## src/rtl/bram_arbiter.sv

```systemverilog
// bram_arbiter: two-master round-robin arbiter onto a single block RAM port with timeout
module bram_arbiter #(
  parameter int XLEN    = 32,
  parameter int TIMEOUT = 255
) (
  input  logic            i_clk,
  input  logic            i_reset,
  input  logic            i_m0_stb,
  input  logic            i_m0_we,
  input  logic [2:0]      i_m0_sel,
  input  logic [XLEN-1:0] i_m0_addr,
  input  logic [XLEN-1:0] i_m0_data,
  output logic [XLEN-1:0] o_m0_data,
  output logic            o_m0_stall,
  output logic            o_m0_ack,
  output logic            o_m0_err,
  input  logic            i_m1_stb,
  input  logic            i_m1_we,
  input  logic [2:0]      i_m1_sel,
  input  logic [XLEN-1:0] i_m1_addr,
  input  logic [XLEN-1:0] i_m1_data,
  output logic [XLEN-1:0] o_m1_data,
  output logic            o_m1_stall,
  output logic            o_m1_ack,
  output logic            o_m1_err,
  output logic            o_s_stb,
  output logic            o_s_we,
  output logic [2:0]      o_s_sel,
  output logic [XLEN-1:0] o_s_addr,
  output logic [XLEN-1:0] o_s_data,
  input  logic [XLEN-1:0] i_s_data,
  input  logic            i_s_stall,
  input  logic            i_s_ack
);
  typedef enum logic [1:0] {IDLE, ISSUE, WAIT_ACK} state_t;
  state_t          state_q;
  logic            owner_q, last_q, we_q;
  logic [7:0]      cnt_q;
  logic [2:0]      sel_q;
  logic [XLEN-1:0] addr_q, data_q;
  logic            grant, win, ack, tmo, busy;
  // Grant selection, slave completion and timeout detection; reset masks every handshake
  always_comb begin
    win   = (i_m0_stb && i_m1_stb) ? ~last_q : i_m1_stb;
    grant = !i_reset && state_q == IDLE && (i_m0_stb || i_m1_stb);
    busy  = state_q == ISSUE || state_q == WAIT_ACK;
    ack   = !i_reset && i_s_ack && (state_q == WAIT_ACK || (state_q == ISSUE && !i_s_stall));
    tmo   = !i_reset && busy && !ack && cnt_q == 8'(TIMEOUT - 1);
  end
  assign o_m0_stall = !(grant && !win);
  assign o_m1_stall = !(grant && win);
  assign o_m0_ack   = ack && !owner_q;
  assign o_m1_ack   = ack && owner_q;
  assign o_m0_err   = tmo && !owner_q;
  assign o_m1_err   = tmo && owner_q;
  assign o_m0_data  = i_s_data;
  assign o_m1_data  = i_s_data;
  assign o_s_stb    = !i_reset && state_q == ISSUE;
  assign o_s_we     = we_q;
  assign o_s_sel    = sel_q;
  assign o_s_addr   = addr_q;
  assign o_s_data   = data_q;
  // Arbitration FSM: latch the winner's request, hold it until ack or timeout
  always_ff @(posedge i_clk) begin
    if (i_reset) begin
      state_q <= IDLE;
      owner_q <= 1'b0;
      last_q  <= 1'b1;
      cnt_q   <= '0;
      we_q    <= 1'b0;
      sel_q   <= '0;
      addr_q  <= '0;
      data_q  <= '0;
    end else begin
      case (state_q)
        IDLE: if (grant) begin
          state_q <= ISSUE;
          owner_q <= win;
          last_q  <= win;
          cnt_q   <= '0;
          we_q    <= win ? i_m1_we   : i_m0_we;
          sel_q   <= win ? i_m1_sel  : i_m0_sel;
          addr_q  <= win ? i_m1_addr : i_m0_addr;
          data_q  <= win ? i_m1_data : i_m0_data;
        end
        ISSUE: begin
          cnt_q   <= cnt_q + 8'd1;
          state_q <= (ack || tmo) ? IDLE : (i_s_stall ? ISSUE : WAIT_ACK);
        end
        WAIT_ACK: begin
          cnt_q   <= cnt_q + 8'd1;
          state_q <= (ack || tmo) ? IDLE : WAIT_ACK;
        end
        default: state_q <= IDLE;
      endcase
    end
  end
endmodule
```

## config.mk

```make
export PLATFORM = sky130hd
export DESIGN_NAME = bram_arbiter
export DESIGN_NICKNAME = d
export VERILOG_FILES = /design/src/rtl/bram_arbiter.sv
export SDC_FILE = /design/constraint.sdc
export NUM_CORES = 1
export LEC_CHECK = 0
export CAP_MARGIN = 30
export CORE_AREA = 2 2 122 124
export DETAILED_ROUTE_END_ITERATION = 8
export DIE_AREA = 0 0 124 126
export GPL_TIMING_DRIVEN = 0
export PLACE_DENSITY = 0.67
export SLEW_MARGIN = 30
export SYNTH_ARGS = -nofsm -noshare
export SYNTH_HDL_FRONTEND = slang
export SYNTH_SLANG_ARGS = --single-unit
```

## constraint.sdc

```tcl
create_clock -name i_clk -period 4.1 [get_ports i_clk]
set_clock_uncertainty 0.15 [all_clocks]
set_input_delay 1.23 -clock i_clk [delete_from_list [all_inputs] [get_ports i_clk]]
set_output_delay 1.23 -clock i_clk [all_outputs]
set_load 0.01 [all_outputs]
```

==> qor.csv <==
metric,value,unit
status,finished clean,
die_w,124,um
syn-num-nets,576,
dieArea,15600,um^2
grt_pass1_vias,4341,
fillers,1330,
synth_top_family_by_area,compound AO/OA/AOI/OAI gates,
grt_max_degree,16,
p_seq_share,38.4,%
worst-path-max-fanout,10,
crit_slowest_cell,clkdlybuf4s50_1,
hold_end,cnt_q[7]$_SDFFE_PP0P_,
final_hold_viol_count,0,
firstDrtPassIters,8,
rr_worst_depth,9,
path_delay_family,buffers and inverters,
clock_power_share,32.2,%
r2r-start,state_q[1]$_SDFFE_PP0P_,
min_path_type,register to register,
setup_viol,0,
synth_fa_ha_area_share,2.05,%
tritoncts,yes,
netSwitchingPower,0.643,mW
fp-row-count,44,
fin_ws,91.3,ps
synthXorXnorAreaFrac,0,%
synth.distinct_cells,33,
drive_gt1_share,13.6,%
gp_congestion,0.791,
fin_nets,865,
finalCritPeriodShare,97.8,%
fin_crit,4010,ps
path_class,primary input to output pin,
drv_slew,0,
p_leak,2.69,nW
synthToLayoutAreaGrowth,89.9,%
drt-total-wl,15500,um
tns,0,ps
cts-root-buf,clkbuf_16,
ios,313,
cts_setup_buffers,0,
grt_pass1_wl,22500,um
totalPowerFinal,2.28,mW
port-buffer-count,280,
drt-wirelength-per-cell,17.7,um
reg2reg_to,o_s_data[6]$_SDFFE_PP0P_,
seq_area_frac_synth,43.7,%
vdd_drop_max,0.172,mV
grt_remaining_overflow,0,
diodes,0,
die_h,126,um
synth-simple-area-share,12.9,%
cp_num_buf_inv,3,
clock_sinks,80,
place_hpwl,12200,um
cp.required,2720,ps
drc,0,
via_count,4260,
crit_arrival,2630,ps
core,14300,um^2
p_int,1.64,mW
hp-start,cnt_q[7]$_SDFFE_PP0P_,
synth_area,3660,um^2
max_stage_delay,500,ps
power_density,328,nW/um^2
initialDrtViolationCount,445,
via_per_inst,4.88,
holdPathStages,2,
start_util,25.6,%
synth-async-reset-ratio,0,%
cts_max_level,3,
swShare,28.2,%
grt_setup_unrepaired,no,
synth-compound-area-share,23.0,%
grt_antenna_before_repair,0,
synthMuxAreaShare,0,%
relSlewSlack,52.9,%
synth_seq_cells,80,
multi_input_area,1390,um^2
ys.flop_type,dfxtp_1,
pre_cts_ws,-552,ps
synth_edf_count,0,
clk_path_buf_depth,2,
track_usage,18.9,%
maxClockFrequency,249,MHz
cts_made_buffers,9,
worst_pin_slew,707,ps
r2r_slack,1840,ps
antenna_left,0,
clk-insertion-delay-late,340,ps
synth-warning-count,0,
clkTransAtPathRegs,60,ps
p_comb_share,29.4,%
final-seq-area,1600,um^2
worst_setup_path_end_kind,output pin,
synth.avg_cell_area,9.25,um^2
path_cells,dlygate4sd2_1 > clkbuf_1 > nor2b_1 > clkdlybuf4s50_1,
start_kind,primary input,
netlist_instances,396,
drv_cap,0,
power by group through the flow:
stage / Sequential, mW / Clock (mW) / Combinational [mW]
after floorplan: 0.910 / 0 / 0.263
final: 0.875 / 0.735 / 0.671
after CTS: 0.875 / 0.754 / 0.675
after global routing: 0.882 / 0.787 / 0.720
after global placement: 0.888 / 0 / 0.662
after detailed placement: 0.890 / 0 / 0.671
kinds of logic (layout without fill, tap and decap cells):
family	Yosys count	count (layout)
compound gates	94	94
fa+ha+maj	6	6
buf+inv	108	401
simple gates	108	108
flops	80	80
synthesized netlist by cell type (5+ instances only):
library cell,count,area [um^2]
nand3_1,5,25.0
clkbuf_1,21,78.8
buf_2,7,35.0
ha_1,6,75.1
o21ai_1,5,25.0
nand2_1,7,26.3
inv_1,8,30.0
a222oi_1,68,681
or3_1,6,37.5
buf_4,65,488
nor2_1,74,278
a21oi_1,9,45.0
dfxtp_1,80,1600
routing by layer:
metal	wire (um)	part of all wire, %	global-route usage [%]	up-vias
met3	1790	12	6.70	20
met1	5250	34	18.3	1974
met5	0	0	0	-
met2	8170	53	36.2	259
li1	-	-	-	2007
met4	270	1.7	6.41	0
worst register-to-register path: stages (launching register included):
cell and delay (ps):
dfxtp_1 350, inv_1 90, ha_1 160, buf_2 210
o21a_1 170, nand2_1 170, buf_2 260, buf_2 220
a222oi_1 290, nor2_1 70
layout by cell type, fill, tap and decap left out, types with 4 or more instances in the layout:
cell and instances:
clkinv_2 4, clkbuf_16 9, dlygate4sd2_1 7, ha_1 6, nand3_1 5, clkbuf_1 19, a21oi_1 9, a222oi_1 68
inv_1 8, nor2b_1 4, buf_4 66, dfxtp_1 80, buf_2 5, o21ai_1 5, clkdlybuf4s50_1 273, or3_1 5
nand2_1 7, nor2_1 74
worst max path at each step:
stage | start | to | slack, ps | cells past startpoint
global placement | i_reset | o_m1_stall | -550 | 7
detailed placement | i_reset | o_m1_stall | -550 | 7
finish | i_reset | o_s_stb | 90 | 4
floorplan | i_reset | o_m0_err | 660 | 3
CTS | i_reset | o_s_stb | 40 | 4
global route | i_reset | o_s_stb | 7 | 4
layout make-up:
cell class / instances / share of cell area (%)
timing repair buffer: 280 / 40.2
sequential: 80 / 23.0
multi-input combinational: 208 / 20.0
buffer: 95 / 9.10
tap: 184 / 3.31
clock buffer: 9 / 3.24
inverter: 11 / 0.594
clock inverter: 6 / 0.522
sequential cells by signal, summed over array words and instances (netlist names):
register,cells
o_s_sel,3
o_s_addr,32
o_s_data,32
owner_q,1
last_q,1
o_s_we,1
state_q,2
cnt_q,8
through the flow:
step	utilization (%)	hold slack [ps]	cell area, um^2	cells
after global routing	48.6	381	6960	873
after floorplan	-	302	3660	396
after detailed placement	46.8	322	6700	860
after CTS	48.6	330	6960	873
final	48.6	338	6960	873
after global placement	46.8	314	6700	860
repair_timing:
action,4_1_cts,5_1_grt
hold buffers,0,0
gates resized for setup,11,0
endpoints found under the setup margin,7,0
(Power assumes the default switching activity.)
